**config.mk**
```make
export PLATFORM = sky130hd
export DESIGN_NAME = ace_snoop_responder
export DESIGN_NICKNAME = d
export VERILOG_FILES = /design/src/rtl/ace_snoop_responder_pkg.sv /design/src/rtl/ace_snoop_responder_decode.sv /design/src/rtl/ace_snoop_responder.sv
export SDC_FILE = /design/constraint.sdc
export NUM_CORES = 1
export LEC_CHECK = 0
export ABC_AREA = 1
export CAP_MARGIN = 20
export CORE_MARGIN = 2
export CORE_UTILIZATION = 43
export DETAILED_ROUTE_END_ITERATION = 16
export MAX_ROUTING_LAYER = met4
export PLACE_DENSITY_LB_ADDON = 0.12
export SLEW_MARGIN = 10
export SYNTH_ARGS = -nofsm -noshare
export SYNTH_HDL_FRONTEND = slang
export SYNTH_SLANG_ARGS = --single-unit
```
**constraint.sdc**
```tcl
create_clock -name clk -period 2.7 [get_ports clk]
set_input_delay 0.81 -clock clk [delete_from_list [all_inputs] [get_ports clk]]
set_output_delay 0.81 -clock clk [all_outputs]
set_load 0.01 [all_outputs]
```
**src/rtl/ace_snoop_responder_pkg.sv**
```systemverilog
// Shared widths, snoop-type codes, CR response bit positions and FSM states
// for the ACE snoop responder.
`ifndef ACE_SNOOP_WIDTH
`define ACE_SNOOP_WIDTH 4
`endif
`ifndef ACE_ADDR_WIDTH
`define ACE_ADDR_WIDTH 32
`endif
`ifndef ACE_PROT_WIDTH
`define ACE_PROT_WIDTH 3
`endif
`ifndef ACE_CRRESP_WIDTH
`define ACE_CRRESP_WIDTH 5
`endif
`ifndef ACE_DATA_WIDTH
`define ACE_DATA_WIDTH 64
`endif

package ace_snoop_responder_pkg;

  localparam int SNOOP_W  = `ACE_SNOOP_WIDTH;
  localparam int ADDR_W   = `ACE_ADDR_WIDTH;
  localparam int PROT_W   = `ACE_PROT_WIDTH;
  localparam int CRRESP_W = `ACE_CRRESP_WIDTH;
  localparam int DATA_W   = `ACE_DATA_WIDTH;

  localparam logic [SNOOP_W-1:0] SNP_READ_ONCE     = 4'b0000;
  localparam logic [SNOOP_W-1:0] SNP_READ_SHARED   = 4'b0001;
  localparam logic [SNOOP_W-1:0] SNP_READ_CLEAN    = 4'b0010;
  localparam logic [SNOOP_W-1:0] SNP_READ_NSD      = 4'b0011;
  localparam logic [SNOOP_W-1:0] SNP_READ_UNIQUE   = 4'b0111;
  localparam logic [SNOOP_W-1:0] SNP_CLEAN_SHARED  = 4'b1000;
  localparam logic [SNOOP_W-1:0] SNP_CLEAN_INVALID = 4'b1001;
  localparam logic [SNOOP_W-1:0] SNP_MAKE_INVALID  = 4'b1101;

  localparam int CR_DT  = 0;
  localparam int CR_ERR = 1;
  localparam int CR_PD  = 2;
  localparam int CR_IS  = 3;
  localparam int CR_WU  = 4;

  typedef struct packed {
    logic dt;
    logic err;
    logic pass_dirty;
    logic is_shared;
    logic was_unique;
  } snp_resp_t;

  typedef enum logic [2:0] {
    ST_IDLE,
    ST_LOOKUP,
    ST_RESP,
    ST_RD,
    ST_RDW,
    ST_CD,
    ST_UPD
  } snp_state_t;

  function automatic logic snp_supported(input logic [SNOOP_W-1:0] s);
    case (s)
      SNP_READ_ONCE, SNP_READ_SHARED, SNP_READ_CLEAN, SNP_READ_NSD,
      SNP_READ_UNIQUE, SNP_CLEAN_SHARED, SNP_CLEAN_INVALID,
      SNP_MAKE_INVALID: return 1'b1;
      default:          return 1'b0;
    endcase
  endfunction

endpackage

```
**src/rtl/ace_snoop_responder_decode.sv**
```systemverilog
// Combinational map from snoop type and local line state to the CR response
// and the line-state update to commit afterwards.
module ace_snoop_decode
  import ace_snoop_responder_pkg::*;
(
  input  logic [SNOOP_W-1:0] i_snoop,
  input  logic               i_hit,
  input  logic               i_dirty,
  input  logic               i_unique,
  output snp_resp_t          o_resp,
  output logic               o_inval,
  output logic               o_clr_dirty,
  output logic               o_clr_unique
);

  always_comb begin
    o_resp       = '0;
    o_inval      = 1'b0;
    o_clr_dirty  = 1'b0;
    o_clr_unique = 1'b0;
    // A miss (or unsupported type, which never looks up) answers all-zero.
    if (i_hit) begin
      case (i_snoop)
        SNP_READ_ONCE: begin
          o_resp.dt         = 1'b1;
          o_resp.is_shared  = 1'b1;
          o_resp.was_unique = i_unique;
        end
        SNP_READ_SHARED, SNP_READ_NSD: begin
          o_resp.dt         = 1'b1;
          o_resp.pass_dirty = i_dirty;
          o_resp.is_shared  = 1'b1;
          o_resp.was_unique = i_unique;
          o_clr_dirty       = i_dirty;
          o_clr_unique      = i_unique;
        end
        SNP_READ_CLEAN: begin
          o_resp.dt         = 1'b1;
          o_resp.is_shared  = 1'b1;
          o_resp.was_unique = i_unique;
          o_clr_unique      = i_unique;
        end
        SNP_READ_UNIQUE: begin
          o_resp.dt         = 1'b1;
          o_resp.pass_dirty = i_dirty;
          o_resp.was_unique = i_unique;
          o_inval           = 1'b1;
        end
        SNP_CLEAN_INVALID: begin
          o_resp.dt         = i_dirty;
          o_resp.pass_dirty = i_dirty;
          o_resp.was_unique = i_unique;
          o_inval           = 1'b1;
        end
        SNP_CLEAN_SHARED: begin
          o_resp.dt         = i_dirty;
          o_resp.pass_dirty = i_dirty;
          o_resp.is_shared  = 1'b1;
          o_resp.was_unique = i_unique;
          o_clr_dirty       = i_dirty;
        end
        SNP_MAKE_INVALID: begin
          o_resp.was_unique = i_unique;
          o_inval           = 1'b1;
        end
        default: ;
      endcase
    end
  end

endmodule

```
**src/rtl/ace_snoop_responder.sv**
```systemverilog
// ACE snoop responder: accepts one AC snoop at a time, looks up the local
// cache, answers on CR, streams the line on CD when required, then commits.
//   state     | meaning
//   ST_IDLE   | waiting for an AC snoop
//   ST_LOOKUP | tag lookup outstanding
//   ST_RESP   | CR response offered
//   ST_RD     | data-array read issued for r_beat
//   ST_RDW    | read data returning, captured into cddata
//   ST_CD     | CD beat offered
//   ST_UPD    | line-state update pulse
module ace_snoop_responder
  import ace_snoop_responder_pkg::*;
#(
  parameter int LINE_BYTES = 64
) (
  input  logic                clk,
  input  logic                rst_n,
  input  logic                acvalid,
  output logic                acready,
  input  logic [SNOOP_W-1:0]  acsnoop,
  input  logic [ADDR_W-1:0]   acaddr,
  input  logic [PROT_W-1:0]   acprot,
  output logic                crvalid,
  input  logic                crready,
  output logic [CRRESP_W-1:0] crresp,
  output logic                cdvalid,
  input  logic                cdready,
  output logic [DATA_W-1:0]   cddata,
  output logic                cdlast,
  output logic                lk_req,
  output logic [ADDR_W-1:0]   lk_addr,
  input  logic                lk_ack,
  input  logic                lk_hit,
  input  logic                lk_dirty,
  input  logic                lk_unique,
  output logic                rd_req,
  output logic [((LINE_BYTES/(DATA_W/8)) > 1 ? $clog2(LINE_BYTES/(DATA_W/8)) : 1)-1:0] rd_beat,
  input  logic [DATA_W-1:0]   rd_data,
  output logic                upd_req,
  output logic                upd_inval,
  output logic                upd_clr_dirty,
  output logic                upd_clr_unique,
  output logic                snp_busy
);

  localparam int BEATS  = LINE_BYTES / (DATA_W / 8);
  localparam int BEAT_W = (BEATS > 1) ? $clog2(BEATS) : 1;
  localparam int OFS_W  = $clog2(LINE_BYTES);

  snp_state_t          r_state, w_next;
  logic                r_acready;
  logic [SNOOP_W-1:0]  r_snoop;
  logic [ADDR_W-1:0]   r_addr;
  logic                r_hit, r_dirty, r_unique;
  logic [BEAT_W-1:0]   r_beat;
  logic [DATA_W-1:0]   r_cddata;

  snp_resp_t           w_resp;
  logic                w_inval, w_clr_dirty, w_clr_unique, w_upd_any;
  logic                w_accept, w_last;
  logic                w_unused_prot;

  assign w_unused_prot = ^acprot;

  ace_snoop_decode u_decode (
    .i_snoop      (r_snoop),
    .i_hit        (r_hit),
    .i_dirty      (r_dirty),
    .i_unique     (r_unique),
    .o_resp       (w_resp),
    .o_inval      (w_inval),
    .o_clr_dirty  (w_clr_dirty),
    .o_clr_unique (w_clr_unique)
  );

  assign w_upd_any = w_inval | w_clr_dirty | w_clr_unique;
  assign w_accept  = acvalid & r_acready & (r_state == ST_IDLE);
  assign w_last    = (r_beat == BEAT_W'(BEATS - 1));

  always_ff @(posedge clk or negedge rst_n) begin
    if (!rst_n) r_state <= ST_IDLE;
    else        r_state <= w_next;
  end

  always_comb begin
    w_next = r_state;
    case (r_state)
      ST_IDLE:   if (w_accept) w_next = snp_supported(acsnoop) ? ST_LOOKUP : ST_RESP;
      ST_LOOKUP: if (lk_ack) w_next = ST_RESP;
      ST_RESP:   if (crready) w_next = w_resp.dt ? ST_RD : (w_upd_any ? ST_UPD : ST_IDLE);
      ST_RD:     w_next = ST_RDW;
      ST_RDW:    w_next = ST_CD;
      ST_CD:     if (cdready) w_next = !w_last ? ST_RD : (w_upd_any ? ST_UPD : ST_IDLE);
      ST_UPD:    w_next = ST_IDLE;
      default:   w_next = ST_IDLE;
    endcase
  end

  always_comb begin
    acready        = r_acready;
    lk_req         = (r_state == ST_LOOKUP);
    lk_addr        = r_addr;
    crvalid        = (r_state == ST_RESP);
    crresp         = '0;
    cdvalid        = (r_state == ST_CD);
    cddata         = r_cddata;
    cdlast         = (r_state == ST_CD) && w_last;
    rd_req         = (r_state == ST_RD);
    rd_beat        = r_beat;
    upd_req        = (r_state == ST_UPD);
    upd_inval      = (r_state == ST_UPD) && w_inval;
    upd_clr_dirty  = (r_state == ST_UPD) && w_clr_dirty;
    upd_clr_unique = (r_state == ST_UPD) && w_clr_unique;
    snp_busy       = (r_state != ST_IDLE);
    if (r_state == ST_RESP) begin
      crresp[CR_DT]  = w_resp.dt;
      crresp[CR_ERR] = w_resp.err;
      crresp[CR_PD]  = w_resp.pass_dirty;
      crresp[CR_IS]  = w_resp.is_shared;
      crresp[CR_WU]  = w_resp.was_unique;
    end
  end

  // acready is registered off the current state, so it comes back one cycle
  // after IDLE is re-entered and drops the cycle after an accept.
  always_ff @(posedge clk or negedge rst_n) begin
    if (!rst_n) begin
      r_acready <= 1'b0;
      r_snoop   <= '0;
      r_addr    <= '0;
      r_hit     <= 1'b0;
      r_dirty   <= 1'b0;
      r_unique  <= 1'b0;
      r_beat    <= '0;
      r_cddata  <= '0;
    end else begin
      r_acready <= (r_state == ST_IDLE) && !w_accept;
      if (w_accept) begin
        r_snoop  <= acsnoop;
        r_addr   <= {acaddr[ADDR_W-1:OFS_W], {OFS_W{1'b0}}};
        r_hit    <= 1'b0;
        r_dirty  <= 1'b0;
        r_unique <= 1'b0;
        r_beat   <= '0;
      end
      if (r_state == ST_LOOKUP && lk_ack) begin
        r_hit    <= lk_hit;
        r_dirty  <= lk_dirty;
        r_unique <= lk_unique;
      end
      if (r_state == ST_RDW) r_cddata <= rd_data;
      if (r_state == ST_CD && cdready && !w_last) r_beat <= r_beat + 1'b1;
    end
  end

endmodule

```
# ---- Word-level counts from Yosys, hierarchy flattened
# Memory sizes are Yosys's and may differ from the RTL's.
# Cells that the tools add are included.
dict set report word_totals {
  register_bits 104
  rom_bits 16
  output_inout_bits 115
  word_cells 87
  n_memories 1
}
# memory depth word_bits rd rd_clocked_by_memory_dff write_ports line
set memory_table {}
lappend memory_table {{(no name shown)} 16 1 1 0 0 ace_snoop_responder_pkg.sv:61} ;# case (s)
dict set report classes {
  add_sub_neg 1
  eq_ne 18
  mux 30
  n_bitwise 4
  reduce_logical 24
}
# op n
set op_table {}
lappend op_table {{3-bit two-way mux} 10}
lappend op_table {{3-bit one-hot mux with 6 select lines} 1}
lappend op_table {{1-bit two-way mux} 16}
lappend op_table {{5-bit OR reduction} 3}
lappend op_table {{3-bit equality test (second input constant)} 4}
lappend op_table {{4-bit equality test (second input constant)} 3}
lappend op_table {{3-bit OR reduction} 3}
lappend op_table {{4-bit by 2-bit equality test with 1-bit output (second input constant)} 2}
lappend op_table {{1-bit logical AND} 8}
lappend op_table {{8-bit OR reduction} 1}
lappend op_table {{3-bit by 2-bit equality test with 1-bit output (second input constant)} 2}
lappend op_table {{2-bit by 1-bit inequality test with 1-bit output (second input constant)} 3}
lappend op_table {{5-bit two-way mux} 1}
lappend op_table {{4-bit by 1-bit equality test with 1-bit output (second input constant)} 1}
lappend op_table {{4-bit by 3-bit equality test with 1-bit output (second input constant)} 1}
lappend op_table {{4-bit logical NOT} 1}
lappend op_table {{4-bit AND reduction} 1}
lappend op_table {{2-bit nonzero test} 2}
lappend op_table {{3-bit by 1-bit adder with 3-bit output (second input constant)} 1}
lappend op_table {{3-bit by 1-bit equality test with 1-bit output (second input constant)} 1}
lappend op_table {{3-bit logical NOT} 1}
lappend op_table {{3-bit nonzero test} 1}
lappend op_table {{1-bit AND} 2}
lappend op_table {{1-bit logical NOT} 2}
lappend op_table {{5 further kinds} 6}

# ---- Depth between registers and ports, before layout
dict set report logic_depth {
  depth_word 10
  ltp_mapped 10
}

# ---- Modules after synthesis
# From an unflattened synthesis, not the netlist that was laid out.
dict set report hier_totals {
  hier_cells 413
  hier_area_um2 4598.2
}
# mod instances cells_per_inst area_per_inst_um2 seq_area_each_um2
set by_module_without_submodules {}
lappend by_module_without_submodules {ace_snoop_responder 1 383 4454.3 2602.5}
lappend by_module_without_submodules {ace_snoop_decode 1 30 143.9 0.0}

# ---- Worst setup path before layout
# OpenSTA, ideal clock, no wires.
dict set report synth_path {
  path_type {reg-to-output}
  startpoint {reg r_state[2]}
  endpoint {out crresp[3]}
  t_arrival_ps 1232
  required_time_ps 1890
  path_slack_ps 658
  stages_incl_launch_ff 4
  path_buffers 0
  path_cell_list {dfrtp_1 inv_2 nand3_2 a2111oi_0}
}
dict set report synth_via {
  elab_chain_len 2
}
# element line
set synth_lines {}
lappend synth_lines {{start: declaration} ace_snoop_responder.sv:50} ;# snp_state_t r_state, w_next;
lappend synth_lines {{start signal: assignment} ace_snoop_responder.sv:82} ;# else r_state <= w_next;
lappend synth_lines {{3-bit by 2-bit equality test with 1-bit output} ace_snoop_responder.sv:115} ;# if (r_state == ST_RESP) begin
lappend synth_lines {{5-bit two-way mux} ace_snoop_responder.sv:115}
lappend synth_lines {{end: declaration} ace_snoop_responder.sv:25} ;# output logic [CRRESP_W-1:0] crresp,
# No other way between the ends.

# ---- Final worst setup path
dict set report layout_path {
  startpoint {reg r_state[2]}
  endpoint {out crvalid}
}
dict set report layout_via {
  elab_chain_len 1
}
# element line
set layout_lines {}
lappend layout_lines {{3-bit by 2-bit equality test with 1-bit output} ace_snoop_responder.sv:103} ;# crvalid = (r_state == ST_RESP);
lappend layout_lines {{end: declaration} ace_snoop_responder.sv:23} ;# output logic crvalid,
# No other way between the ends.

==> out/qor.csv <==
metric,value,unit
status,finished clean,
Synth area leaders,"dfrtp_1, nand2_1, buf_4",
Initial DRC Count,244,
setup ws final,0.0981,ns
metal2 WL,5820,um
row cnt,36,
vias in the first global route,3995,
H-Tree Depth,3,
Top Metal Used,met4,
fin nets,854,
I/O pin count,227,
crit path kind,flop to primary output,
Post-Syn Area,4380,sq um
multi-input logic area,1600,sq um
RR Startpoint,r_state[1],
core region area,9820,sq um
VDD IR max,572,uV
DRC Markers,0,
data required time of the worst path,1.89,ns
worst hold slack,0.261,ns
WL met1,4960,um
GP Congestion,0.871,
final hold violations,0,
Fmax achieved,384,MHz
CP cell instances,"inv_2, nand3_2, inv_1, clkdlybuf4s50_1",
FILL cells,821,
fin crit share,96.4,%
port bufs,210,
Synth Area in Compound Gates,1.63,%
Initial Utilization,44.6,%
post-route ant nets,0,
"Area growth, synth to finish",55.8,%
"Slew Viols, Final",0,
Power Density,1070,nW/um^2
"Slowest-stage cell, CP",clkdlybuf4s50_1,
Leakage,3.41,nW
Worst EP arrival,1.79,ns
post-synthesis simple-gate area fraction,32.7,%
CTS Buffer Depth,2,
reg2reg setup slack,0.86,ns
initial antenna violation count,0,
worst slack at placement,0.178,ns
register area,2610,sq um
largest net degree at the start of global routing,67,
slew margin rel.,31.6,%
Synth Register Bits,104,
CP endpoint,crvalid,
"Seq/Total Area, Yosys",59.4,%
met3 WL post-DR,905,um
final worst path period need,2.60,ns
post-synthesis mux area share,0,%
Critical Path Fanout Max,7,
global-route wire length before repair,19000,um
clock tree sinks,104,
post-synth top area share,59.4,%
Pre-antenna DRT Iters,4,
layout cells sized above 1,6.44,%
DIE AREA,11000,sq um
YS warnings,0,
DP HPWL,8720,um
mean post-synth cell area,8.24,sq um
Critical Path Max Stage Delay,0.54,ns
Reg2Reg Depth,8,
setup TNS,0,ns
antenna diode count,0,
wire length per cell,13.6,um
Max Cap Viol,0,
main combinational cell family by area after synthesis,simple AND/OR/NAND/NOR gates,
Worst-Margin Slew,1.02,ns
CTS Buf Count,9,
Yosys top cell by area,dfrtp_1,
gr usage total,22.3,%
type of origin of the critical path,flop,
CP endpoint kind,primary output,
final setup vio count,0,
Critical Path Source,r_state[2],
clk root buf,clkbuf_8,
R2R Path End,r_state[2],
Adder-Cell Fraction of Synth Area,0.572,%
Worst Hold Class,input pin to asynchronous set/reset pin,
clk_skew,0.00666,ns
Final Power,0.00731,W
die width,105,um
height of the die,105,um
Clock transition at path regs,0.09,ns
Vias,4106,
Via density,4.68,
total gr overflow,0,
XOR/XNOR Fraction of Synth Area,0,%
Mapped Cells,531,
Netlist cell types,22,
final WL,12000,um
CTS tree,done,
worst-skew pair later-pin latency,0.35,ns
RSZ-0062 raised after global routing,false,
[placed cells by master, fill, tap and decap left out, drive strengths merged, types with 4 or more instances in the layout]
| cell type | synthesis | layout |
|---|---|---|
| buf | 20 | 10 |
| nand2 | 324 | 324 |
| a21oi | 4 | 4 |
| o21ai | 7 | 7 |
| conb | 1 | 7 |
| nor3 | 6 | 6 |
| dfrtp | 104 | 104 |
| clkbuf | 7 | 11 |
| inv | 20 | 20 |
| nand3 | 12 | 12 |
| clkdlybuf4s50 | 0 | 202 |
| nor2 | 16 | 16 |
| dlygate4sd2 | 0 | 5 |
[layer usage]
layer	global-route usage, %	up-vias
li1	-	2011
met1	26.9	1903
met2	35.7	167
met3	5.55	25
met4	9.81	0
met5	-	-
[worst min-delay path by stage]
stage                             to  slack (ns)  depth (start not counted)
after floorplan              r_dirty        0.47                          2
after global placement    cddata[34]        0.45                          2
after detailed placement  cddata[12]        0.46                          2
after CTS                      r_hit        0.25                          1
after global routing           r_hit        0.25                          1
final                          r_hit        0.26                          1
[cell usage after synthesis, drive strengths merged]
cell / count
a2111oi: 1
a211oi: 1
a21oi: 4
buf: 20
clkbuf: 7
conb: 1
dfrtp: 104
ha: 2
inv: 20
nand2: 324
nand3: 12
nand4: 3
nor2: 16
nor3: 6
o21ai: 7
or2: 3
[cell type report]
| type | count | area share, % |
|---|---|---|
| repair buffers | 219 | 31.9 |
| flip-flops and latches | 104 | 38.2 |
| multi-input cells | 386 | 23.4 |
| clock inverters | 5 | 0.826 |
| clock buffers | 11 | 2.07 |
| well taps | 133 | 2.44 |
| inverters | 20 | 1.10 |
[state kept, by name, summed over array words and instances, names as in the netlist]
register  flops
r_snoop       4
acready       1
lk_addr      26
rd_beat       3
r_dirty       1
r_state       3
r_unique      1
cddata       64
r_hit         1
[worst max-delay path: cells and delay by family, from the launching register on]
family / cells / cell delay (ns)
flops: 1 / 0.47
simple gates: 1 / 0.19
buf+inv: 3 / 0.77
[report_power, final]
group,internal [W],leakage (nW),switching [W]
clock,0.000453,0.0993,0.000511
sequential,0.00232,1.26,0.000451
combinational,0.00184,2.05,0.00174
[what timing repair did]
| item | in CTS | in global routing |
|---|---|---|
| buffers inserted | 2 | 1 |
| gates cloned | 0 | 0 |
| setup endpoints to repair | 7 | 4 |
| pin swaps | 0 | 0 |
| hold buffers | 0 | 0 |
| resized for setup | 13 | 6 |
[per-stage QoR]
step           utilization (%)  std cells  area, sq um
6_report                  69.5        878         6820
5_1_grt                   69.5        878         6820
4_1_cts                   69.1        877         6790
3_5_place_dp              66.8        859         6560
3_3_place_gp              66.8        859         6560
2_1_floorplan                -        537         4400
[logic make-up after synthesis]
| logic type | after synthesis |
|---|---|
| simple gates | 364 |
| fa+ha+maj | 2 |
| compound gates | 13 |
| other cells | 1 |
| flops | 104 |
| buf+inv | 47 |
Note: power is estimated with default switching activity, not from simulation.
